### src/rtl/jit_token_seq.sv
// jit_token_seq: command-driven launcher for one ap_ctrl_hs accelerator.
//
// Command words are accepted only in FETCH, so the argument registers stay
// stable while the accelerator runs. Each Go command runs the accelerator
// one or more times. A one-cycle done pulse marks the end of the final run.
//
// state     | meaning
// ----------+-----------------------------------------------------------
// FETCH     | idle; accept and decode command words
// WAIT_IDLE | run pending; wait for the accelerator to report ap_idle
// START     | ap_start asserted; wait for ap_ready or ap_done
// RUN       | inputs consumed; wait for ap_done
//
// Ports:
//   ap_clk, ap_rst_n      clock and asynchronous active-low reset
//   cmd_valid/cmd_ready   command handshake; cmd[31:28] is the opcode,
//                         cmd[23:20] the argument index, cmd[15:0] the payload
//   ap_start              accelerator start (decoded from the state register)
//   ap_ready/ap_idle/ap_done  accelerator status inputs
//   args                  flattened arguments; arg k at [k*ARG_W +: ARG_W]
//   busy                  high in any state other than FETCH
//   done                  one-cycle pulse after the final run of a Go
//   err                   sticky error (bad opcode or bad index); cleared by Clear
//   runs_left             remaining runs including the current one
`timescale 1ns/1ps
module jit_token_seq #(
  parameter int NARGS = 3,
  parameter int ARG_W = 16
) (
  input  logic                   ap_clk,
  input  logic                   ap_rst_n,
  input  logic                   cmd_valid,
  output logic                   cmd_ready,
  input  logic [31:0]            cmd,
  output logic                   ap_start,
  input  logic                   ap_ready,
  input  logic                   ap_idle,
  input  logic                   ap_done,
  output logic [NARGS*ARG_W-1:0] args,
  output logic                   busy,
  output logic                   done,
  output logic                   err,
  output logic [15:0]            runs_left
);

  typedef enum logic [3:0] {
    S_FETCH     = 4'b0001,
    S_WAIT_IDLE = 4'b0010,
    S_START     = 4'b0100,
    S_RUN       = 4'b1000
  } state_e;

  localparam logic [3:0] OP_GO     = 4'hA;
  localparam logic [3:0] OP_SETARG = 4'hC;
  localparam logic [3:0] OP_CLEAR  = 4'hE;

  state_e                 state_q, state_d;
  logic [NARGS*ARG_W-1:0] args_q, args_d;
  logic                   err_q, err_d;
  logic                   done_q, done_d;
  logic [15:0]            runs_left_q, runs_left_d;

  logic [3:0] opcode;
  logic [3:0] arg_idx;
  logic       complete;
  logic       unused_cmd_bits;

  assign opcode          = cmd[31:28];
  assign arg_idx         = cmd[23:20];
  assign unused_cmd_bits = ^{cmd[27:24], cmd[19:16]};

  always_ff @(posedge ap_clk or negedge ap_rst_n) begin
    if (!ap_rst_n) begin
      state_q     <= S_FETCH;
      args_q      <= '0;
      err_q       <= 1'b0;
      done_q      <= 1'b0;
      runs_left_q <= 16'd0;
    end else begin
      state_q     <= state_d;
      args_q      <= args_d;
      err_q       <= err_d;
      done_q      <= done_d;
      runs_left_q <= runs_left_d;
    end
  end

  always_comb begin
    state_d     = state_q;
    args_d      = args_q;
    err_d       = err_q;
    done_d      = 1'b0;
    runs_left_d = runs_left_q;
    complete    = 1'b0;

    case (state_q)
      S_FETCH: begin
        if (cmd_valid) begin
          case (opcode)
            OP_GO: begin
              // A zero count still means one run.
              runs_left_d = (cmd[15:0] == 16'd0) ? 16'd1 : cmd[15:0];
              state_d     = S_WAIT_IDLE;
            end
            OP_SETARG: begin
              if (int'(arg_idx) < NARGS) begin
                for (int k = 0; k < NARGS; k++) begin
                  if (arg_idx == 4'(k)) args_d[k*ARG_W +: ARG_W] = cmd[ARG_W-1:0];
                end
              end else begin
                err_d = 1'b1;
              end
            end
            OP_CLEAR: begin
              args_d = '0;
              err_d  = 1'b0;
            end
            default: err_d = 1'b1;
          endcase
        end
      end
      S_WAIT_IDLE: begin
        if (ap_idle) state_d = S_START;
      end
      S_START: begin
        // A run short enough to finish in the start cycle reports ap_done
        // here, possibly together with ap_ready; treat it as completion.
        if (ap_done)       complete = 1'b1;
        else if (ap_ready) state_d  = S_RUN;
      end
      S_RUN: begin
        if (ap_done) complete = 1'b1;
      end
      default: state_d = S_FETCH;
    endcase

    if (complete) begin
      if (runs_left_q == 16'd1) begin
        runs_left_d = 16'd0;
        done_d      = 1'b1;
        state_d     = S_FETCH;
      end else begin
        runs_left_d = runs_left_q - 16'd1;
        state_d     = S_WAIT_IDLE;
      end
    end
  end

  assign cmd_ready = (state_q == S_FETCH);
  assign busy      = (state_q != S_FETCH);
  assign ap_start  = (state_q == S_START);
  assign args      = args_q;
  assign err       = err_q;
  assign done      = done_q;
  assign runs_left = runs_left_q;

endmodule
### config.mk
export PLATFORM = sky130hd
export DESIGN_NAME = jit_token_seq
export DESIGN_NICKNAME = d
export VERILOG_FILES = /design/src/rtl/jit_token_seq.sv
export SDC_FILE = /design/constraint.sdc
export NUM_CORES = 1
export LEC_CHECK = 0
export ABC_AREA = 0
export CAP_MARGIN = 0
export CORE_ASPECT_RATIO = 1.2
export CORE_MARGIN = 2
export CORE_UTILIZATION = 60
export CTS_BUF_LIST = sky130_fd_sc_hd__clkbuf_16
export CTS_CLUSTER_DIAMETER = 50
export CTS_CLUSTER_SIZE = 28
export DETAILED_ROUTE_END_ITERATION = 10
export DONT_BUFFER_PORTS = 1
export GPL_TIMING_DRIVEN = 0
export PLACE_DENSITY = 0.73
export SETUP_SLACK_MARGIN = 0.15
export SYNTH_ARGS = -nofsm -noshare
export SYNTH_HDL_FRONTEND = slang
export SYNTH_SLANG_ARGS = --single-unit
### constraint.sdc
create_clock -name ap_clk -period 3.69 [get_ports ap_clk]
set_input_delay 1.107 -clock ap_clk [delete_from_list [all_inputs] [get_ports ap_clk]]
set_output_delay 1.107 -clock ap_clk [all_outputs]
set_load 0.1 [all_outputs]
==> flow_summary.toml <==
[synthesis]
ys_seq_area_share_pct = 53.86
yosysMostFrequentCell = "nand2_1"
async_flop_share_pct = 100.0
synth_edf_count = 0
syn_area_per_cell_um2 = 9.433
synth_commonest_cells = "nand2_1 (81), dfrtp_1 (69), o21ai_0 (52)"
ys_types = 54
synth-seq-cells = 70
synth.area.top_cells = "dfrtp_1 (53%), nand2_1 (9.3%), o21ai_0 (8.0%)"
synth_top_area_share_pct = 53.06
yosysTopAreaCell = "dfrtp_1"
syn_nets = 385
yosys_warnings = 0
synthCells = 345
synth_area_um2 = 3254
synth_flop_cell = "dfrtp_1"

[placement]
dpl_worst_slack_ns = 0.6959
placed_area_um2 = 3378
place_congestion = 0.8459
dp_hpwl_um = 5926
port_buffers = 0

[clock_tree]
numClockSinks = 70
cts_buffers = 9
cts_resized = 0
htreeDepth = 3
insertion_delay_ns = 0.33
hold_buffers = 0
clk_pin_slew_ns = 0.06
cts-root-buf = "clkbuf_16"
clock_path_buffers = 2
cts_tree = "built"
post_cts_buffers = 0

[floorplan]
row_count = 29
core_area_um2 = 5261
initial_utilization_pct = 61.85
dieHeight_um = 84.68
dieWidth_um = 71.23
die_area_um2 = 6031
boundaryPins = 107

[global_route]
grt_pass1_vias = 2749
grt_start_max_net_pins = 71
grtUsageTotal_pct = 29.03
grt_pass1_wl_um = 13780
grt.overflow.total = 0
grt_antenna_before_repair = 0

[layout]
diodes = 0
fillCellCount = 404
multi_input_area_um2 = 1403
ff_latch_area_um2 = 1753
area_delta_synth_final_pct = 13.76
drive_gt1_share_pct = 8.264
fin_area_um2 = 3702
nets = 398

[detailed_routing]
drtPass1Iterations = 4
drc = 0
routed_via_density = 6.511
vias = 2767
dr.first_iter.drc_count = 201
routed_wl_um = 8353
wl_per_cell_um = 19.65
antenna_left = 0

[status]
status = "finished clean"

[worst_hold_path]
hp-class = "input port to asynchronous set/reset pin"

[timing]
hold_ws_ns = 0.4727
slew_viol_final = 0
min_period_ns = 3.207
hold_violations = 0
worst_slew_margin_rel_pct = 25.92
setup_viol = 0
rsz0062_at_grt = "false"
clock.fmax_ghz = 0.3119
min_period_over_period_pct = 86.90
worst_clock_skew_ns = 0.005317
tns_ns = 0
worst_pin_slew_ns = 1.111
finalWorstSetupSlack_ns = 0.4833

[run]
cap_violations = 0

[critical_path]
cp.arrival_ns = 2.10
critPathKind = "flop to output port"
cp.required_ns = 2.58
rr_endpoint = "runs_left[0]$_DFFE_PN0P_"
r2r_slack_ns = 0.64
r2r.worst_path.cells = 6
cp-end-kind = "output port"
setup.worst_path.start_class = "flop"
r2r-start = "runs_left[0]$_DFFE_PN0P_"
cp_max_fo = 7
sequential cells by signal (all words and copies together) (netlist names):
name,count
args,48
state_q,4
runs_left,16
err,1
done,1
cell usage in the layout (no fill, tap or decap), types with 4 or more instances in the layout:
master	count
o21ai_0	52
a21oi_1	5
nor2_1	11
dfrtp_1	69
buf_2	4
clkbuf_1	14
clkbuf_16	9
nand3_1	15
xor2_1	8
nor4_1	8
o22ai_1	4
o211ai_1	9
nand2_1	81
inv_1	7
worst max-delay path by stage:
stage	to	start	slack, ns	depth (start not counted)
5_1_grt	cmd_ready	state_q[0]$_DFFE_PN1P_	0.43	2
3_5_place_dp	runs_left[6]$_DFFE_PN0P_	runs_left[0]$_DFFE_PN0P_	0.70	6
3_3_place_gp	ap_start	state_q[3]$_DFFE_PN0P_	0.30	2
6_report	cmd_ready	state_q[0]$_DFFE_PN1P_	0.48	2
2_1_floorplan	ap_start	state_q[3]$_DFFE_PN0P_	0.36	2
4_1_cts	cmd_ready	state_q[0]$_DFFE_PN1P_	0.47	2
logic make-up (layout without fill, tap and decap cells):
logic type / after synthesis / in the layout / synth area share (%)
and+or+nand+nor: 145 / 145 / 21.72
AOI/OAI and AO/OA: 91 / 91 / 17.42
DFF: 70 / 70 / 53.86
buffers and inverters: 27 / 45 / 3.499
xor gates and xnor gates: 9 / 9 / 2.422
adders and majority gates: 2 / 2 / 0.7688
muxes: 1 / 1 / 0.3076
metal layers:
metal	GRT usage, %	vias up	part of all wire [%]
li1	-	1260	-
met1	36.20	1369	39
met2	47.81	126	51
met3	9.844	12	8.7
met4	8.576	0	1.1
met5	0	-	0
metrics by stage:
| stage | utilization (%) | std cells |
|---|---|---|
| floorplan | - | 345 |
| global placement | 63.45 | 407 |
| detailed placement | 64.21 | 409 |
| CTS | 70.37 | 425 |
| global route | 70.37 | 425 |
| finish | 70.37 | 425 |
cell type report:
type	count	area share, %
Tap cell	62	2.095
Sequential cell	70	47.35
Multi-Input combinational cell	248	37.88
Buffer	19	2.264
Clock inverter	7	2.670
Inverter	8	0.8111
Clock buffer	9	6.083
Timing Repair Buffer	2	0.8449
worst max-delay path, stage by stage (launching register included):
cell and delay, ns:
dfstp_2 0.59, or4b_4 0.68, inv_2 0.50
Power is not shown: default switching activity piles up to over one toggle a cycle in this logic, so the estimate is an artifact.
==> patch 1: new RTL, same flow settings <==
Put one more register stage on the output `err`, cleared by the reset. The value now appears one clock later. The other outputs are not delayed to match.
--- a/src/rtl/jit_token_seq.sv
+++ b/src/rtl/jit_token_seq.sv
@@ -150,7 +150,13 @@
   assign busy      = (state_q != S_FETCH);
   assign ap_start  = (state_q == S_START);
   assign args      = args_q;
-  assign err       = err_q;
+  always_ff @(posedge ap_clk or negedge ap_rst_n) begin
+    if (!ap_rst_n) begin
+      err <= '0;
+    end else begin
+      err <= err_q;
+    end
+  end
   assign done      = done_q;
   assign runs_left = runs_left_q;
 
Function: changed (a bounded check fails within 4 cycles, from zero or initial values and one cycle with ap_rst_n low).
==> patch 1 against the unedited design <==
- clock skew barely moved
- synthesized area shrank 2.5%
- hold slack lost 0.087 ns
- setup slack better by 0.14 ns
- design area rose by 6.7%
- sequential cell count increased by 1
- wire length up 10%
Power is not shown: default switching activity piles up to over one toggle a cycle in this logic, so the estimate is an artifact.
==> patch 1: results (changes against the unedited design) <==
- Syn Nets: 371 (-3.6%)
- Vias: 2,773 (+0.22%)
- Die X: 70.4 microns (-1.2%)
- Final HPWL DP: 5930 microns (about the same)
- Run status: finished, final reports clean
- Placed Area: 3320 sq um (-1.9%)
- Ratio of cells with drive above 1 in the final layout: 21.4% (+13 points)
- Post-Synth Adder-Cell Area: 0.788% (+0.019 points)
- Drt total wl: 9230 microns (+10%)
- Compound-gate portion of the synthesized area: 18.8% (+1.4 points)
- Num sequential: 71 (+1.4%)
- Post-synthesis cell type count: 46 (-15%)
- GPL Wtd Cong: 0.916 (+8.3%)
- First-iteration detailed-routing DRC count: 260 (+29%)
- ANT cells: 0 (unchanged)
- Max Fanout on Critical Path: 4 (-3)
- Buffers outside the clock class: 31 (+48%)
- WL met3: 898 microns (+24%)
- Crit-path slowest cell: dfstp_2
- Post-synthesis mux area share: 0.631% (+0.32 points)
- First-pass GRT wire length: 14,700 microns (+7.0%)
- Vias in the first global route: 2,938 (+6.9%)
- Grt met1 use: 36.8% (+0.56 points)
- Least-Margin Pin Slew: 1.09 ns (-0.0200 ns)
- Synth Area per Inst: 9.59 sq um (+1.7%)
- Signal inverters: 6 (-2)
- Clock network share of area: 7.95% (-0.80 points)
- CP delay by family, top: buffers and inverters
- Multi-input gate share of total cell area: 36.4% (-1.5 points)
- WL met2: 4630 microns (+7.9%)
- Setup Skew: 0.00507 ns (-0.000250 ns)
- Buffer share of cell area: 8.01% (+4.9 points)
- Fillcell total: 351 (-13%)
- Reg2reg setup slack: 0.71 ns (+0.07 ns)
- Final hold slack: 0.386 ns (-0.0871 ns)
- Most common library cells after synthesis: 73 x nand2_1, 70 x dfrtp_1, 61 x o21ai_0
- Layout Cells excl Fill: 426 (+0.24%)
- Worst path arrival time: 1.96 ns (-0.14 ns)
- Crit path largest cell delay: 0.53 ns (-0.15 ns)
- GR Util met3: 10.4% (+0.54 points)
- Wl on met1: 3310 microns (+1.8%)
- Top post-synthesis cells by area: dfrtp_1 55%, o21ai_0 9.6%, nand2_1 8.6%, nor3_1 1.7%, nor2_1 1.7%
- Post-Synth XOR/XNOR Area: 1.38% (-1.0 points)
- Hold crit path type: reg -> reg
- Nets: 399 (+0.25%)
- Seq/Total Area, Yosys: 56.0% (+2.1 points)
- Post-Place Setup Slack: -0.238 ns (-0.934 ns)
- GRT Overall Usage: 32.6% (+3.6 points)
- Synthesis-to-finish area growth: 24.4%
- PortBufs: 0 (unchanged)
- Num CTS Buffers: 9 (unchanged)
patch 1: changes by cell type in the layout (fill, tap and decap cells not counted), sizes merged, moves of 3 or more:
cell and change:
a221o +5, buf +3, clkbuf +7, nand2 -8, nand3 -9, nor2 +3
nor3 +8, nor4 -3, o2111ai -3, o211ai -3, o21ai +10, or4b -3
xor2 -6
patch 1: worst paths after layout:
kind                                     startpoint                       end  depth (start not counted)
setup / recovery             state_q[0]$_DFFE_PN1P_                      busy                          4
hold / removal                    err_q$_DFFE_PN0P_             err$_DFF_PN0_                          0
setup reg to reg           runs_left[6]$_DFFE_PN0P_  runs_left[6]$_DFFE_PN0P_                          6
hold reg to reg                   err_q$_DFFE_PN0P_             err$_DFF_PN0_                          0
max in group asynchronous                  ap_rst_n    state_q[0]$_DFFE_PN1P_                          0
min in group asynchronous                  ap_rst_n      args[19]$_DFFE_PN0P_                          0
patch 1: what timing repair did:
item	in CTS	in global routing
gates resized for setup	94	0
setup buffers	6	0
setup endpoints to repair	49	0
endpoints found under the hold margin	0	0
==> patch 2: new RTL, config.mk and constraints unchanged <==
Made on the original files. `NARGS`: 3 -> 6.
--- a/src/rtl/jit_token_seq.sv
+++ b/src/rtl/jit_token_seq.sv
@@ -24,7 +24,7 @@
 //   runs_left             remaining runs including the current one
 `timescale 1ns/1ps
 module jit_token_seq #(
-  parameter int NARGS = 3,
+  parameter int NARGS = 6,
   parameter int ARG_W = 16
 ) (
   input  logic                   ap_clk,
Ports: changed (resized args); port bits go from 107 to 155. No check against the original RTL was run, so the function may have changed too.
==> patch 2 against the unedited design <==
- the flow now finishes with violations (negative setup slack)
- synthesized area increased by 59%
- count of clock-buffer cells in the layout is 8 higher
- clock skew up 0.0014 ns
- setup slack got worse by 0.62 ns
- design area is 83% higher
- sequential cell count is 48 higher
- wire length grew 78%
==> patch 2: results (changes against the unedited design) <==
- Placed Area: 5330 sq um (+58%)
- Reg2reg end: args[48]$_DFFE_PN0P_
- Crit-path slowest cell: nand3b_1
- Largest register FFs: 96 (+100%)
- Final hold slack: 0.392 ns (-0.0809 ns)
- Nets: 480 (+21%)
- Max Fanout on Critical Path: 5 (-2)
- First-iteration detailed-routing DRC count: 211 (+5.0%)
- Layout Cells excl Fill: 570 (+34%)
- Ratio of cells with drive above 1 in the final layout: 41.7% (+33 points)
- Num CTS Buffers: 17 (+8)
- Vias in the first global route: 3,882 (+41%)
- Failing checks: negative setup slack
- Placed cells: 502 (+23%)
- Worst path arrival time: 4.12 ns (+2.02 ns)
- # H-tree levels: 4 (+1)
- Reg-to-Reg Start: state_q[1]$_DFFE_PN0P_
- Pin count of the biggest net entering global routing: 119 (+68%)
- First-pass GRT wire length: 22,600 microns (+64%)
- Top post-synthesis cells by area: dfrtp_1 57%, mux2_2 21%, and2_1 2.2%, a221o_1 1.6%, nor2_1 1.1%
- Final WS setup: -0.137 ns (-0.620 ns)
- Worst-case reg-to-reg path depth: 11 (+5)
- Vias: 3,591 (+30%)
- Sum of negative setup slack: -7.22 ns (-7.22 ns)
- Final setup viols: 94 (+94)
- CP delay by family, top: buffers and inverters
- Synth Area per Inst: 13.4 sq um (+42%)
- Post-Place Setup Slack: -0.263 ns (-0.959 ns)
- GPL Wtd Cong: 0.933 (+10%)
- Run status: complete, but fails checks
- Crit path largest cell delay: 0.89 ns (+0.21 ns)
- Final HPWL DP: 8440 microns (+42%)
- Seq/Total Area, Yosys: 57.3% (+3.4 points)
- GRT Overall Usage: 32.9% (+3.9 points)
- Setup Skew: 0.00674 ns (+0.00142 ns)
- Initial antenna violation count: 0 (unchanged)
- Most common library cells after synthesis: 117 x dfrtp_1, 96 x mux2_2, 18 x and2_1
- Syn Nets: 425 (+10%)
- Drt total wl: 14,900 microns (+78%)
- Clk_lat worst skew: 0.41 ns (+0.08 ns)
-- patch 2: cell count changes after synthesis, sizes merged, moves of 10 or more --
cell   before  now
o21ai      52    8
dfrtp      69  117
nand2      81   12
mux2        0   96
nand3      15    5
and2        1   18
-- patch 2: logic make-up after synthesis --
kind of cell | share of synthesized area (%)
flip-flops | 57.3
multiplexers | 21.1
AND/OR/NAND/NOR | 10.5
AO/OA/AOI/OAI | 7.18
buffers and inverters | 2.23
XOR/XNOR | 1.19
adder cells (fa/ha/maj) | 0.485
-- patch 2: per-layer routing --
| metal | up-vias | GRT usage [%] | routed length, microns |
|---|---|---|---|
| met2 | 184 | 52.6 | 7660 |
| li1 | 1531 | - | - |
| met1 | 1842 | 40.5 | 5550 |
| met5 | - | 0 | 0 |
| met4 | 0 | 13.2 | 416 |
| met3 | 34 | 11.6 | 1250 |
-- patch 2: how the worst max path moves through the flow --
stage	from	to	slack (ns)	depth (start not counted)
2_1_floorplan	state_q[0]$_DFFE_PN1P_	args[10]$_DFFE_PN0P_	0.1	7
3_3_place_gp	state_q[0]$_DFFE_PN1P_	args[10]$_DFFE_PN0P_	-0.20	7
3_5_place_dp	state_q[0]$_DFFE_PN1P_	args[77]$_DFFE_PN0P_	-0.26	7
4_1_cts	state_q[1]$_DFFE_PN0P_	cmd_ready	-0.09	3
5_1_grt	state_q[1]$_DFFE_PN0P_	args[63]$_DFFE_PN0P_	-0.24	11
6_report	state_q[1]$_DFFE_PN0P_	args[48]$_DFFE_PN0P_	-0.14	11
-- patch 2: report_power, final --
group          total (mW)  internal, mW  switching, mW
combinational       0.650         0.426          0.223
sequential           4.03          1.53           2.50
clock                1.63          1.05          0.582
total                6.32          3.01           3.30
-- patch 2: cell type report --
type,instances,area (sq um)
Clock buffer,17,425
Multi-Input combinational cell,247,2480
Inverter,7,30.0
Timing Repair Buffer,36,464
Sequential cell,118,2960
Tap cell,117,146
Fill cell,467,1680
Clock inverter,15,164
Buffer,13,126
-- patch 2: timing repair --
action,in CTS,in global routing
resized for setup,113,25
hold buffers,0,0
gates cloned,5,1
endpoints found under the hold margin,0,0
setup endpoints to repair,112,106
buffers inserted,26,4
pin swaps,8,6
